## config.mk

```make
export PLATFORM = sky130hd
export DESIGN_NAME = tl_conflict_monitor
export DESIGN_NICKNAME = d
export VERILOG_FILES = /design/src/rtl/tl_pkg.sv /design/src/rtl/tick_sync.sv /design/src/rtl/tl_conflict_monitor.sv
export SDC_FILE = /design/constraint.sdc
export NUM_CORES = 1
export LEC_CHECK = 0
export BUFFER_PORTS_ARGS = -buffer_cell sky130_fd_sc_hd__clkbuf_2
export CAP_MARGIN = 20
export CORE_MARGIN = 3
export CORE_UTILIZATION = 55
export CTS_CLUSTER_SIZE = 14
export DETAILED_ROUTE_END_ITERATION = 6
export PLACE_DENSITY = 0.81
export SLEW_MARGIN = 30
export SYNTH_ARGS = -nofsm -noshare
export SYNTH_HDL_FRONTEND = slang
export SYNTH_SLANG_ARGS = --single-unit
```

## constraint.sdc

```tcl
create_clock -name clk -period 4.8 [get_ports clk]
set_clock_uncertainty 0.05 [all_clocks]
set_input_delay 0.48 -clock clk [delete_from_list [all_inputs] [get_ports clk]]
set_output_delay 0.48 -clock clk [all_outputs]
set_load 0.1 [all_outputs]
```

## src/rtl/tl_pkg.sv

```systemverilog
// Shared constants and types for the traffic-light conflict monitor.
package tl_pkg;
  localparam int NUM_APP = 4;
  localparam int LAMP_W  = 3;

  localparam int GREEN  = 2;
  localparam int YELLOW = 1;
  localparam int RED    = 0;

  localparam logic [LAMP_W-1:0] RED_ONLY = 3'b001;

  localparam logic [2:0] FC_NONE      = 3'd0;
  localparam logic [2:0] FC_BAD_CODE  = 3'd1;
  localparam logic [2:0] FC_MULTI_GO  = 3'd2;
  localparam logic [2:0] FC_PED       = 3'd3;
  localparam logic [2:0] FC_INIT_TO   = 3'd4;
  localparam logic [2:0] FC_TICK_LOSS = 3'd5;

  localparam logic [1:0] ST_INIT    = 2'd0;
  localparam logic [1:0] ST_MONITOR = 2'd1;
  localparam logic [1:0] ST_FAULT   = 2'd2;

  typedef logic [NUM_APP-1:0][LAMP_W-1:0] lamp_vec_t;

  typedef struct packed {
    lamp_vec_t          tl;
    logic [NUM_APP-1:0] ped;
  } snap_t;

  function automatic logic lamp_ok(input logic [LAMP_W-1:0] c);
    return (c == 3'b001) || (c == 3'b010) || (c == 3'b100);
  endfunction
endpackage

```

## src/rtl/tick_sync.sv

```systemverilog
// Brings the controller step clock into the clk domain as a one-cycle tick.
module tick_sync (
  input  logic clk,
  input  logic rst_n,
  input  logic secclk,
  output logic tick
);
  // [0],[1] synchronizer, [2] previous synchronized level
  logic [2:0] sr;

  always_ff @(posedge clk or negedge rst_n) begin
    if (!rst_n) sr <= '0;
    else        sr <= {sr[1:0], secclk};
  end

  assign tick = sr[1] & ~sr[2];
endmodule

```

## src/rtl/tl_conflict_monitor.sv

```systemverilog
// Safety monitor between a traffic controller and the physical lamps.
module tl_conflict_monitor
  import tl_pkg::*;
#(
  parameter int unsigned CONFIRM      = 2,
  parameter int unsigned INIT_TIMEOUT = 8,
  parameter int unsigned WDOG_CYCLES  = 200_000_000
) (
  input  logic       clk,
  input  logic       rst_n,
  input  logic       secclk,
  input  logic [2:0] tl_1,
  input  logic [2:0] tl_2,
  input  logic [2:0] tl_3,
  input  logic [2:0] tl_4,
  input  logic [3:0] ped_in,
  input  logic       clear_fault,
  output logic [2:0] lamp_1,
  output logic [2:0] lamp_2,
  output logic [2:0] lamp_3,
  output logic [2:0] lamp_4,
  output logic [3:0] ped_lamp,
  output logic       fault,
  output logic [2:0] fault_code,
  output logic [1:0] mon_state
);
  localparam int VW = $clog2(CONFIRM + 1);
  localparam int IW = $clog2(INIT_TIMEOUT + 1);

  logic               tick, snap_vld;
  lamp_vec_t          tl_in, lamp_q;
  logic [NUM_APP-1:0] ped_q;
  snap_t              snap;
  logic [1:0]         state;
  logic [2:0]         code_q;
  logic               flash, clear_armed;
  logic [VW-1:0]      viol_cnt, viol_nxt;
  logic [IW-1:0]      init_cnt, init_nxt;
  logic [31:0]        wdog_cnt, wdog_nxt;
  logic               viol_full, init_full, wdog_full;

  tick_sync u_sync (.clk(clk), .rst_n(rst_n), .secclk(secclk), .tick(tick));

  assign tl_in = {tl_4, tl_3, tl_2, tl_1};

  always_ff @(posedge clk or negedge rst_n) begin
    if (!rst_n) begin
      snap     <= '0;
      snap_vld <= 1'b0;
    end else begin
      snap_vld <= tick;
      if (tick) snap <= {tl_in, ped_in};
    end
  end

  // Checks look only at the snapshot so a mid-step controller glitch is invisible.
  logic [NUM_APP-1:0] red_clear, others;
  logic [2:0]         n_clear;
  logic               bad_code, multi_go, ped_bad, all_red;
  logic [2:0]         viol_code;

  always_comb begin
    bad_code = 1'b0;
    ped_bad  = 1'b0;
    n_clear  = 3'd0;
    others   = '0;
    for (int k = 0; k < NUM_APP; k++) begin
      red_clear[k] = ~snap.tl[k][RED];
      n_clear      = n_clear + {2'b00, red_clear[k]};
      if (!lamp_ok(snap.tl[k])) bad_code = 1'b1;
    end
    // Walk lamp (k+1)%4 is served only by approach k being the sole non-red one.
    for (int k = 0; k < NUM_APP; k++) begin
      others    = red_clear;
      others[k] = 1'b0;
      if (snap.ped[(k + 1) % NUM_APP] && (snap.tl[k][RED] || (|others)))
        ped_bad = 1'b1;
    end
    multi_go  = n_clear > 3'd1;
    viol_code = bad_code ? FC_BAD_CODE :
                multi_go ? FC_MULTI_GO :
                ped_bad  ? FC_PED      : FC_NONE;
    all_red   = (snap.tl == {NUM_APP{RED_ONLY}}) && (snap.ped == '0);
  end

  assign viol_nxt  = viol_cnt + VW'(1);
  assign init_nxt  = init_cnt + IW'(1);
  assign wdog_nxt  = wdog_cnt + 32'd1;
  assign viol_full = viol_nxt == VW'(CONFIRM);
  assign init_full = init_nxt == IW'(INIT_TIMEOUT);
  assign wdog_full = wdog_nxt == WDOG_CYCLES;

  logic       fault_req;
  logic [2:0] req_code;

  always_comb begin
    fault_req = 1'b0;
    req_code  = FC_NONE;
    if (state == ST_INIT) begin
      if (snap_vld && !all_red && init_full) begin
        fault_req = 1'b1;
        req_code  = FC_INIT_TO;
      end else if (!tick && wdog_full) begin
        fault_req = 1'b1;
        req_code  = FC_TICK_LOSS;
      end
    end else if (state == ST_MONITOR) begin
      if (snap_vld && (viol_code != FC_NONE) && viol_full) begin
        fault_req = 1'b1;
        req_code  = viol_code;
      end else if (!tick && wdog_full) begin
        fault_req = 1'b1;
        req_code  = FC_TICK_LOSS;
      end
    end
  end

  always_ff @(posedge clk or negedge rst_n) begin
    if (!rst_n) begin
      state       <= ST_INIT;
      lamp_q      <= {NUM_APP{RED_ONLY}};
      ped_q       <= '0;
      code_q      <= FC_NONE;
      flash       <= 1'b0;
      clear_armed <= 1'b0;
      viol_cnt    <= '0;
      init_cnt    <= '0;
      wdog_cnt    <= '0;
    end else if (fault_req) begin
      state       <= ST_FAULT;
      code_q      <= req_code;
      lamp_q      <= {NUM_APP{RED_ONLY}};
      ped_q       <= '0;
      flash       <= 1'b1;
      clear_armed <= 1'b0;
      viol_cnt    <= '0;
      init_cnt    <= '0;
      wdog_cnt    <= '0;
    end else begin
      if (state != ST_FAULT) wdog_cnt <= tick ? 32'd0 : wdog_nxt;
      case (state)
        ST_INIT: if (snap_vld) begin
          if (all_red) begin
            state    <= ST_MONITOR;
            init_cnt <= '0;
            viol_cnt <= '0;
          end else begin
            init_cnt <= init_nxt;
          end
        end
        // An unconfirmed violation holds the last clean lamp image.
        ST_MONITOR: if (snap_vld) begin
          if (viol_code != FC_NONE) begin
            viol_cnt <= viol_nxt;
          end else begin
            viol_cnt <= '0;
            lamp_q   <= snap.tl;
            ped_q    <= snap.ped;
          end
        end
        ST_FAULT: begin
          if (clear_fault) clear_armed <= 1'b1;
          if (snap_vld) begin
            if (clear_armed && all_red) begin
              state       <= ST_INIT;
              code_q      <= FC_NONE;
              clear_armed <= 1'b0;
              flash       <= 1'b0;
              wdog_cnt    <= '0;
            end else begin
              flash <= ~flash;
            end
          end
        end
        default: state <= ST_INIT;
      endcase
    end
  end

  assign {lamp_4, lamp_3, lamp_2, lamp_1} =
    (state == ST_FAULT) ? {NUM_APP{{2'b00, flash}}} : lamp_q;
  assign ped_lamp   = (state == ST_FAULT) ? 4'b0000 : ped_q;
  assign fault      = state == ST_FAULT;
  assign fault_code = code_q;
  assign mon_state  = state;
endmodule

```

# [Word level (Yosys, flattened, before mapping)]
# Index checks and enable logic that the tools add are counted.
[totals] wordCells=169 output_inout_bits=22 register_bits=81 ramBits=0 latch_bits=0 romBits=0 mem_count=0
[classes] reduce_logical=44 multipliers=0 bitwise=7 n_eq_ne=26 add_sub_neg=6 shifts=0 mux=66 n_lt_le_gt_ge=1 div=0
[ops] cell="two-way mux 32 bit" count=6
[ops] cell="two-way mux 12 bit" count=5
[ops] cell="two-way mux 4 bit" count=9
[ops] cell="adder 32 x 1 -> 32 bit, second input constant" count=1
[ops] cell="== test 32 x 28 -> 1 bit, second input constant" count=1
[ops] cell="two-way mux 3 bit" count=9
[ops] cell="two-way mux 2 bit" count=13
[ops] cell="two-way mux 1 bit" count=22
[ops] cell="== test 12 x 10 -> 1 bit, second input constant" count=1
[ops] cell="== test 3 x 1 -> 1 bit, second input constant" count=4
[ops] cell="== test 3 x 2 -> 1 bit, second input constant" count=4
[ops] cell="== test 3 bit, second input constant" count=4
[ops] cell="logical OR 1 bit" count=12
[ops] cell="OR reduction 3 bit" count=4
[ops] cell="logical AND 1 bit" count=11
[ops] cell="nonzero test 2 bit" count=5
[ops] cell="inequality test 3 bit, second input constant" count=3
[ops] cell="inequality test 2 bit, second input constant" count=3
[ops] cell="inequality test 3 x 1 -> 1 bit, second input constant" count=2
[ops] cell="NOT 1 bit" count=6
[ops] cell="case mux 2 bit (3 select lines)" count=1
[ops] cell="AND reduction 3 bit" count=2
[ops] cell="nonzero test 3 bit" count=2
[ops] cell="AND reduction 5 bit" count=1
[ops] cell="16 further kinds" count=19

# [Logic depth before layout (Yosys ltp)]
# Gate-level depths: netlist (run 1).
[depth] ltp_word=19 depth_mapped=12 ltp_nobuf=9

# [By module]
# Synthesis (run 1) repeated with hierarchy kept, for this count alone.
[hier_totals] hier_cells=576 area_unflattened_um2=5037.3
[modules_own_cells] mod="tl_conflict_monitor" cells_each=572 area_per_inst_um2=4948.5 n_inst=1
[modules_own_cells] mod="tick_sync" cells_each=4 area_per_inst_um2=88.8 n_inst=1

# [Worst setup path before layout (run 1)]
# No wires, ideal clock.
[synth_timing] path_type="register -> output" from="register state[0] (netlist: mon_state[0])" to="output port lamp_3[2]" arrival_ps=3863 stages_incl_launch_ff=7 n_path_buf=2 slack_ps=407 t_required_ps=4270 path_cell_list="dfrtp_1 -> inv_1 -> nand2_1 -> inv_1 -> clkbuf_1 -> buf_1 -> nor2b_1"
[synth_via] elab_chain_len=2
[synth_rtl] item="start: declaration" line="tl_conflict_monitor.sv:34" rtl="logic [1:0] state;"
[synth_rtl] item="start signal: assignment" line="tl_conflict_monitor.sv:120" rtl="state <= ST_INIT;"
[synth_rtl] item="start signal: assignment" line="tl_conflict_monitor.sv:130" rtl="state <= ST_FAULT;"
[synth_rtl] item="start signal: assignment" line="tl_conflict_monitor.sv:144" rtl="state <= ST_MONITOR;"
[synth_rtl] item="== test 2 bit"
[synth_rtl] item="named net fault" line="tl_conflict_monitor.sv:23" rtl="output logic fault,"
[synth_rtl] item="two-way mux 12 bit" line="tl_conflict_monitor.sv:181" rtl="(state == ST_FAULT) ? {NUM_APP{{2'b00, flash}}} : lamp_q;"
[synth_rtl] item="end: declaration" line="tl_conflict_monitor.sv:20" rtl="output logic [2:0] lamp_3,"
# The timed path passes the listed nets, and every way through them passes these cells.

# [Final worst setup path (run 1)]
[layout_timing] from="register wdog_cnt[0]" to="register code_q[0] (netlist: fault_code[0])"
[layout_via] elab_chain_len=9 elab_cells_between_ends=18
[layout_rtl] item="start: declaration" line="tl_conflict_monitor.sv:39" rtl="logic [31:0] wdog_cnt, wdog_nxt;"
[layout_rtl] item="start signal: assignment" line="tl_conflict_monitor.sv:140" rtl="if (state != ST_FAULT) wdog_cnt <= tick ? 32'd0 : wdog_nxt;"
[layout_rtl] item="adder 32 x 1 -> 32 bit (*)" line="tl_conflict_monitor.sv:88" rtl="assign wdog_nxt = wdog_cnt + 32'd1;"
[layout_rtl] item="== test 32 x 28 -> 1 bit (*)" line="tl_conflict_monitor.sv:91" rtl="assign wdog_full = wdog_nxt == WDOG_CYCLES;"
[layout_rtl] item="logical AND 1 bit (*)" line="tl_conflict_monitor.sv:103, tl_conflict_monitor.sv:111"
[layout_rtl] item="two-way mux 1 bit" line="tl_conflict_monitor.sv:103, tl_conflict_monitor.sv:111"
[layout_rtl] item="two-way mux 1 bit" line="tl_conflict_monitor.sv:108" rtl="if (snap_vld && (viol_code != FC_NONE) && viol_full) begin"
[layout_rtl] item="two-way mux 1 bit" line="tl_conflict_monitor.sv:107" rtl="end else if (state == ST_MONITOR) begin"
[layout_rtl] item="two-way mux 1 bit" line="tl_conflict_monitor.sv:99" rtl="if (state == ST_INIT) begin"
[layout_rtl] item="nonzero test 2 bit (no source line)"
[layout_rtl] item="AND reduction 3 bit (no source line)"
[layout_rtl] item="end signal: assignment" line="tl_conflict_monitor.sv:131" rtl="code_q <= req_code;"
[layout_rtl] item="end: declaration" line="tl_conflict_monitor.sv:35" rtl="logic [2:0] code_q;"
# Mark *: on every way between the ends. The rest lies on a longest branch, timed or not.
# A chain may end at the register's enable or synchronous reset.

==> flow_results.xml, run 1 <==
<?xml version="1.0" encoding="UTF-8"?>
<metrics>
  <group name="power_and_ir_drop">
    <metric name="clockPowerShare" unit="%">29.5</metric>
    <metric name="switchingPower" unit="mW">0.884</metric>
    <metric name="ir_worst_vdd" unit="mV">0.279</metric>
    <metric name="power.density" unit="nW/um^2">385</metric>
    <metric name="seqPwrFrac" unit="%">39.4</metric>
    <metric name="internal_power" unit="mW">1.29</metric>
    <metric name="netSwitchingFraction" unit="%">40.7</metric>
    <metric name="combinationalPowerShare" unit="%">31.1</metric>
    <metric name="p_leak" unit="nW">2.44</metric>
  </group>
  <group name="floorplan">
    <metric name="fp.dieH" unit="um">103</metric>
    <metric name="num_io_pins" unit="">42</metric>
    <metric name="die-width" unit="um">103</metric>
    <metric name="initial_utilization" unit="%">57.8</metric>
    <metric name="std_cell_rows" unit="">34</metric>
    <metric name="core-area" unit="sq um">8930</metric>
    <metric name="die_area" unit="sq um">10600</metric>
  </group>
  <group name="synth">
    <metric name="ys_ff_latch" unit="">81</metric>
    <metric name="synth-warning-count" unit="">0</metric>
    <metric name="asyncSetResetFlopFracSynth" unit="%">100</metric>
    <metric name="synth_most_common_cell" unit="">dfrtp_1</metric>
    <metric name="synthFlopType" unit="">dfrtp_1</metric>
    <metric name="synth_top_cells_by_count" unit="">dfrtp_1, nor2_1, nand2_1</metric>
    <metric name="synth-seq-area-share" unit="%">39.3</metric>
    <metric name="syn-num-nets" unit="">601</metric>
    <metric name="yosys.cell_types.count" unit="">73</metric>
    <metric name="synth_edf_count" unit="">0</metric>
    <metric name="postSynthCellCount" unit="">574</metric>
    <metric name="synth_top_cell_area_share" unit="%">37.3</metric>
    <metric name="synth.avg_cell_area" unit="sq um">9.00</metric>
    <metric name="post_synth_instance_area" unit="sq um">5160</metric>
    <metric name="synth.largest_area_cell" unit="">dfrtp_1</metric>
    <metric name="synth.top_cells.by_area" unit="">dfrtp_1, nor2_1, mux2_2</metric>
  </group>
  <group name="critical_path">
    <metric name="worstPathBufferInverterCount" unit="">1</metric>
    <metric name="critical-path-max-stage-delay" unit="ps">630</metric>
    <metric name="timing.critical_path.max_delay_family" unit="">compound AO/OA/AOI/OAI gates</metric>
    <metric name="end_kind" unit="">flip-flop</metric>
    <metric name="crit_path_cell_trace" unit="">ha_1 -&gt; nand3_2 -&gt; nor4_1 -&gt; nand4_1 -&gt; xor2_1 -&gt; a2111oi_1 -&gt; o2bb2ai_4 -&gt; buf_16 -&gt; nor2_1 -&gt; a22o_1</metric>
    <metric name="r2r_end" unit="">fault_code[0]</metric>
    <metric name="critical_path_arrival" unit="ps">3810</metric>
    <metric name="cp_max_fo" unit="">29</metric>
    <metric name="reg2reg_depth" unit="">10</metric>
    <metric name="r2r-start" unit="">wdog_cnt[0]</metric>
    <metric name="cpMaxStageDelayCell" unit="">a2111oi_1</metric>
    <metric name="crit_type" unit="">reg -&gt; reg</metric>
    <metric name="cp-start-kind" unit="">flip-flop</metric>
    <metric name="rrSetupSlack" unit="ps">1190</metric>
    <metric name="worstPathRequired" unit="ps">5000</metric>
  </group>
  <group name="global_routing">
    <metric name="antenna_found_initial" unit="">0</metric>
    <metric name="grt_pass1_vias" unit="">4305</metric>
    <metric name="overflow" unit="">0</metric>
    <metric name="maximum_number_of_pins_on_one_net_before_global_route_repair" unit="">46</metric>
    <metric name="global_route_wire_length_before_repair" unit="mm">21.2</metric>
    <metric name="grtUsageTotal" unit="%">25.2</metric>
  </group>
  <group name="timing">
    <metric name="final.min_clock_period" unit="ps">3610</metric>
    <metric name="hold_slack" unit="ps">16.5</metric>
    <metric name="timing.slew.headroom" unit="%">48.9</metric>
    <metric name="transition_time_at_the_pin_with_the_least_slew_margin" unit="ps">764</metric>
    <metric name="fin_tns_setup" unit="ps">0</metric>
    <metric name="setup-violations-final" unit="">0</metric>
    <metric name="period_share" unit="%">75.2</metric>
    <metric name="rsz0062_at_grt" unit="">false</metric>
    <metric name="slew_violations" unit="">0</metric>
    <metric name="hold_viol" unit="">0</metric>
    <metric name="max_clk_rate" unit="GHz">0.277</metric>
  </group>
  <group name="finish">
    <metric name="multi_input_area" unit="sq um">2900</metric>
    <metric name="final-seq-area" unit="sq um">2030</metric>
    <metric name="finish.net_count" unit="">616</metric>
    <metric name="drive_gt1_share" unit="%">18.9</metric>
    <metric name="num-fill-cells" unit="">702</metric>
    <metric name="layout-area-overhead-vs-synth" unit="%">9.30</metric>
    <metric name="antenna_fix_cells" unit="">0</metric>
    <metric name="final_core_utilization" unit="%">63.2</metric>
  </group>
  <group name="clock_network">
    <metric name="cts_resized" unit="">0</metric>
    <metric name="cts.root.buffer_cell" unit="">clkbuf_8</metric>
    <metric name="cts_made_buffers" unit="">9</metric>
    <metric name="cts_buffer_depth" unit="">2</metric>
    <metric name="clock_tree.htree_level_count" unit="">3</metric>
    <metric name="cts.clk_slew.worst_paths" unit="ps">100</metric>
    <metric name="cts_tree" unit="">built</metric>
    <metric name="clk-insertion-delay-late" unit="ps">360</metric>
    <metric name="postCtsSetupBuffers" unit="">0</metric>
    <metric name="cts_num_sinks" unit="">81</metric>
    <metric name="postCtsHoldBufs" unit="">0</metric>
  </group>
  <group name="drt">
    <metric name="ant_nets" unit="">0</metric>
    <metric name="detail_route.vias_per_cell" unit="">6.61</metric>
    <metric name="drt-met1-wl" unit="mm">5.52</metric>
    <metric name="wl_met2" unit="mm">5.95</metric>
    <metric name="final_routed_wirelength_across_all_metal_layers" unit="mm">12.8</metric>
    <metric name="detail_route.first_pass.iterations" unit="">7</metric>
    <metric name="highest_layer" unit="">met4</metric>
    <metric name="met3WireLength" unit="mm">1.02</metric>
    <metric name="drt_drc_violations_left" unit="">0</metric>
    <metric name="routedWlPerCell" unit="um">18.3</metric>
    <metric name="vias" unit="">4641</metric>
    <metric name="count_of_routing_violations_after_the_opening_detailed_route_iteration" unit="">545</metric>
  </group>
  <group name="min_path">
    <metric name="min_path_type" unit="">in -&gt; async</metric>
  </group>
  <group name="place">
    <metric name="port_buffers" unit="">41</metric>
    <metric name="dp_hpwl" unit="mm">8.70</metric>
    <metric name="place_congestion" unit="">1.06</metric>
  </group>
  <group name="run_status">
    <metric name="run_status" unit="">completed</metric>
  </group>
  <group name="flow_run">
    <metric name="cap_violations" unit="">0</metric>
  </group>
</metrics>
stage by stage:
stage / std cells / power (mW) / setup WS (ps) / area, sq um
after CTS: 701 / 2.17 / 1150 / 5610
after global placement: 684 / 1.49 / 1330 / 5330
after detailed placement: 685 / 1.52 / 1200 / 5360
after floorplan: 574 / 1.38 / 407 / 5160
final: 702 / 2.17 / 1190 / 5650
after global routing: 702 / 2.28 / 976 / 5650
sequential cells by signal, indices dropped and copies added (netlist names):
| name | count |
|---|---|
| mon_state | 2 |
| wdog_cnt | 32 |
| viol_cnt | 2 |
| u_sync.sr | 3 |
| snap | 16 |
| fault_code | 3 |
| clear_armed | 1 |
| lamp_q | 12 |
| flash | 1 |
| ped_q | 4 |
| snap_vld | 1 |
| init_cnt | 4 |
logic make-up (layout without fill, tap and decap cells):
family / count (synthesis) / in the layout / share of synthesized area (%)
xor+xnor: 14 / 14 / 2.37
fa+ha+maj: 7 / 7 / 1.84
mux: 35 / 35 / 7.22
buf+inv: 55 / 75 / 5.18
compound gates: 134 / 134 / 17.0
flops: 81 / 81 / 39.3
simple gates: 248 / 248 / 27.0
final cells by class:
class / count / share of cell area, %
sequential: 81 / 36.0
clock buffer: 9 / 2.19
timing repair buffer: 46 / 4.92
tap: 108 / 2.39
clock inverter: 7 / 2.30
multi-input combinational: 438 / 51.3
inverter: 13 / 0.864
per-layer routing:
metal	vias to the layer above	GRT usage, %
li1	2140	-
met1	2236	35.3
met2	229	39.4
met3	36	4.67
met4	0	8.57
met5	-	0
worst reg2reg max path: cells and delay by family, from the launching register on:
family / cells / cell delay [ps]
and+or+nand+nor: 4 / 930
AOI/OAI and AO/OA: 3 / 1180
adders and majority gates: 1 / 390
DFF: 1 / 480
xor gates and xnor gates: 1 / 230
buffers and inverters: 1 / 240
how the worst max path moves through the flow:
stage                  from       endpoint  slack (ps)  cells past startpoint
2_1_floorplan  mon_state[0]      lamp_3[2]         410                      6
3_3_place_gp    wdog_cnt[0]  fault_code[2]        1330                      9
3_5_place_dp    wdog_cnt[0]  fault_code[1]        1200                      9
4_1_cts         wdog_cnt[0]  fault_code[0]        1150                      9
5_1_grt         wdog_cnt[0]  fault_code[2]         980                     10
6_report        wdog_cnt[0]  fault_code[0]        1190                     10
cells in the final DEF (no fill, tap or decap), drive strengths merged, types with 5 or more instances in the layout:
cell type and instances:
a21o 6, nor4 15, o211ai 6, mux2 18, clkbuf 49, nor2 56, nor2b 18, xnor2 8
a211o 7, a21oi 38, buf 6, nand4 22, or4 6, and4 5, or3 7, inv 17
o21ai 30, nand3 20, nor4b 6, nor3 15, xor2 6, nand2 52, dfrtp 77, mux2i 17
ha 6, a31oi 5
power by group through the flow:
stage               logic, mW  registers [mW]  clock network (mW)
global route            0.724           0.868               0.685
floorplan               0.507           0.874                   0
global placement        0.636           0.858                   0
CTS                     0.661           0.853               0.654
finish                  0.676           0.856               0.642
detailed placement      0.657           0.866                   0
Power figures use the tool's default switching activity.
==> run 2: changes to the inputs <==
- ABC_AREA: unset -> 1
- clock period: 4.8 -> 3.55 ns (I/O delays scaled with it)
==> flow_results.xml, run 2 <==
<?xml version="1.0" encoding="UTF-8"?>
<metrics>
  <group name="finish">
    <metric name="finish.cell_count_without_fillers" unit="">917</metric>
    <metric name="drive_gt1_share" unit="%">12.2</metric>
    <metric name="most_common_library_cell_in_the_layout_ignoring_fill_and_taps" unit="">nand2_1</metric>
    <metric name="final_design_area_no_fill" unit="sq um">5720</metric>
    <metric name="num-fill-cells" unit="">790</metric>
    <metric name="finish.net_count" unit="">831</metric>
    <metric name="final_core_utilization" unit="%">64.0</metric>
    <metric name="layout_common_cells" unit="">nand2_1, inv_1, dfrtp_1</metric>
    <metric name="largest_register_ff_count" unit="">32</metric>
    <metric name="largest_registers" unit="">wdog_cnt: 32 flops, snap: 16 flops, lamp_q: 12 flops</metric>
    <metric name="antenna_fix_cells" unit="">0</metric>
    <metric name="layout-area-overhead-vs-synth" unit="%">10.7</metric>
    <metric name="largest_register" unit="">wdog_cnt</metric>
  </group>
  <group name="clock_network">
    <metric name="cts_num_sinks" unit="">81</metric>
    <metric name="cts.root.buffer_cell" unit="">clkbuf_8</metric>
    <metric name="cts_tree" unit="">built</metric>
    <metric name="clock_tree.htree_level_count" unit="">3</metric>
    <metric name="cts_buffer_depth" unit="">2</metric>
    <metric name="postCtsSetupBuffers" unit="">0</metric>
    <metric name="clk-insertion-delay-late" unit="ps">360</metric>
    <metric name="cts_resized" unit="">0</metric>
    <metric name="postCtsHoldBufs" unit="">0</metric>
    <metric name="cts.clk_slew.worst_paths" unit="ps">90</metric>
    <metric name="cts_made_buffers" unit="">9</metric>
  </group>
  <group name="place">
    <metric name="dp_hpwl" unit="mm">9.51</metric>
    <metric name="dp_worst_setup_slack" unit="ps">545</metric>
    <metric name="cell_count_post_placement" unit="">901</metric>
    <metric name="place_congestion" unit="">0.924</metric>
    <metric name="detailed_place.area" unit="sq um">5510</metric>
    <metric name="port_buffers" unit="">41</metric>
  </group>
  <group name="critical_path">
    <metric name="critical_path_arrival" unit="ps">3210</metric>
    <metric name="crit_type" unit="">reg -&gt; reg</metric>
    <metric name="reg2reg_depth" unit="">13</metric>
    <metric name="cp_max_fo" unit="">21</metric>
    <metric name="worstPathRequired" unit="ps">3740</metric>
    <metric name="cp-start-kind" unit="">flip-flop</metric>
    <metric name="end_kind" unit="">flip-flop</metric>
  </group>
  <group name="run_status">
    <metric name="run_status" unit="">complete, but fails checks</metric>
    <metric name="violated_checks" unit="">negative hold slack</metric>
  </group>
  <group name="timing">
    <metric name="transition_time_at_the_pin_with_the_least_slew_margin" unit="ps">875</metric>
    <metric name="max_clk_rate" unit="GHz">0.331</metric>
    <metric name="timing.slew.headroom" unit="%">41.5</metric>
    <metric name="hold_slack" unit="ps">-39.9</metric>
    <metric name="setup_ws" unit="ps">530</metric>
    <metric name="period_share" unit="%">85.1</metric>
    <metric name="setup-violations-final" unit="">0</metric>
    <metric name="slew_violations" unit="">0</metric>
    <metric name="final.min_clock_period" unit="ps">3020</metric>
    <metric name="rsz0062_at_grt" unit="">false</metric>
    <metric name="hold_viol" unit="">14</metric>
    <metric name="fin_tns_setup" unit="ps">0</metric>
  </group>
  <group name="synth">
    <metric name="post_synth_instance_area" unit="sq um">5160</metric>
    <metric name="syn-num-nets" unit="">796</metric>
    <metric name="synth_top_cells_by_count" unit="">nand2_1, inv_1, nor2_1</metric>
    <metric name="synth-warning-count" unit="">0</metric>
    <metric name="synth-seq-area-share" unit="%">39.4</metric>
    <metric name="ys_ff_latch" unit="">81</metric>
    <metric name="synth_most_common_cell" unit="">nand2_1</metric>
    <metric name="synth_top_cell_area_share" unit="%">37.3</metric>
    <metric name="synth.avg_cell_area" unit="sq um">6.71</metric>
    <metric name="yosys.cell_types.count" unit="">39</metric>
    <metric name="synth_edf_count" unit="">0</metric>
    <metric name="synth.largest_area_cell" unit="">dfrtp_1</metric>
    <metric name="synth.top_cells.by_area" unit="">dfrtp_1, nand2_1, inv_1</metric>
    <metric name="asyncSetResetFlopFracSynth" unit="%">100</metric>
    <metric name="synthFlopType" unit="">dfrtp_1</metric>
    <metric name="postSynthCellCount" unit="">769</metric>
  </group>
  <group name="drt">
    <metric name="detail_route.vias_per_cell" unit="">5.51</metric>
    <metric name="count_of_routing_violations_after_the_opening_detailed_route_iteration" unit="">286</metric>
    <metric name="routedWlPerCell" unit="um">14.2</metric>
    <metric name="drt_drc_violations_left" unit="">0</metric>
    <metric name="detail_route.first_pass.iterations" unit="">6</metric>
    <metric name="vias" unit="">5050</metric>
    <metric name="final_routed_wirelength_across_all_metal_layers" unit="mm">13.1</metric>
    <metric name="ant_nets" unit="">0</metric>
  </group>
  <group name="floorplan">
    <metric name="die-width" unit="um">103</metric>
    <metric name="core-area" unit="sq um">8930</metric>
    <metric name="std_cell_rows" unit="">34</metric>
    <metric name="fp.dieH" unit="um">103</metric>
    <metric name="num_io_pins" unit="">42</metric>
    <metric name="initial_utilization" unit="%">57.8</metric>
    <metric name="die_area" unit="sq um">10600</metric>
  </group>
  <group name="power_and_ir_drop">
    <metric name="switchingPower" unit="mW">1.12</metric>
    <metric name="ir_worst_vdd" unit="mV">0.478</metric>
    <metric name="combinationalPowerShare" unit="%">31.0</metric>
    <metric name="netSwitchingFraction" unit="%">42.5</metric>
    <metric name="internal_power" unit="mW">1.51</metric>
    <metric name="power_consumption" unit="mW">2.64</metric>
    <metric name="clockPowerShare" unit="%">27.7</metric>
    <metric name="p_leak" unit="nW">2.91</metric>
    <metric name="seqPwrFrac" unit="%">41.3</metric>
    <metric name="power.density" unit="nW/um^2">461</metric>
  </group>
  <group name="global_routing">
    <metric name="grt_pass1_vias" unit="">4727</metric>
    <metric name="antenna_found_initial" unit="">0</metric>
    <metric name="grtUsageTotal" unit="%">26.2</metric>
    <metric name="global_route_wire_length_before_repair" unit="mm">21.9</metric>
    <metric name="overflow" unit="">0</metric>
    <metric name="maximum_number_of_pins_on_one_net_before_global_route_repair" unit="">82</metric>
  </group>
  <group name="flow_run">
    <metric name="cap_violations" unit="">0</metric>
  </group>
  <group name="min_path">
    <metric name="min_path_type" unit="">in -&gt; async</metric>
  </group>
</metrics>
## run 2: layout make-up
| class | instances | area [sq um] | area share (%) |
|---|---|---|---|
| Timing Repair Buffer | 47 | 256 | 4.49 |
| Clock inverter | 7 | 86.3 | 1.51 |
| Tap cell | 108 | 135 | 2.36 |
| Clock buffer | 9 | 124 | 2.17 |
| Sequential cell | 81 | 2030 | 35.6 |
| Inverter | 131 | 492 | 8.60 |
| Multi-Input combinational cell | 534 | 2590 | 45.3 |
## run 2: worst max-delay path, stage by stage, from the launching register on
cell and delay [ps]:
dfrtp_1 480, fa_1 540, o21a_1 130, o21a_1 120
o2111ai_1 160, nor2_1 210, nor2_1 90, nor2_1 190
nand2_2 100, nand3_4 220, buf_4 290, o21ai_0 150
nand2_1 90, o21ai_0 90
## run 2: per-layer routing
metal | vias up | wire, um | global-route usage [%] | part of all wire [%]
met2 | 170 | 6410 | 44.4 | 49
met3 | 30 | 790 | 3.25 | 6.0
li1 | 2486 | - | - | -
met5 | - | 0 | 0 | 0
met1 | 2364 | 5500 | 34.6 | 42
met4 | 0 | 354 | 9.66 | 2.7
## run 2: logic make-up after synthesis
family	Yosys count	share of synthesized area [%]
AO/OA/AOI/OAI	103	11.7
XOR/XNOR	6	1.02
adder cells (fa/ha/maj)	7	1.84
buffers and inverters	154	11.4
flip-flops	81	39.4
AND/OR/NAND/NOR	418	34.7
## run 2: path summary, 6_finish.rpt
check | startpoint | endpoint | slack (ps)
worst min register to register | u_sync.sr[0] | u_sync.sr[1] | 310
worst min-delay path | rst_n | wdog_cnt[29] | -40
min in group clk | secclk | u_sync.sr[0] | 40
worst max register to register | snap[13] | flash | 530
max in group asynchronous | rst_n | wdog_cnt[27] | 2980
worst max-delay path | snap[13] | flash | 530
## run 2: power groups by stage
stage / Combinational, mW / Sequential, mW / Clock, mW
2_1_floorplan: 0.581 / 1.16 / 0
3_3_place_gp: 0.798 / 1.10 / 0
5_1_grt: 0.884 / 1.10 / 0.784
4_1_cts: 0.817 / 1.09 / 0.741
6_report: 0.817 / 1.09 / 0.730
3_5_place_dp: 0.816 / 1.10 / 0
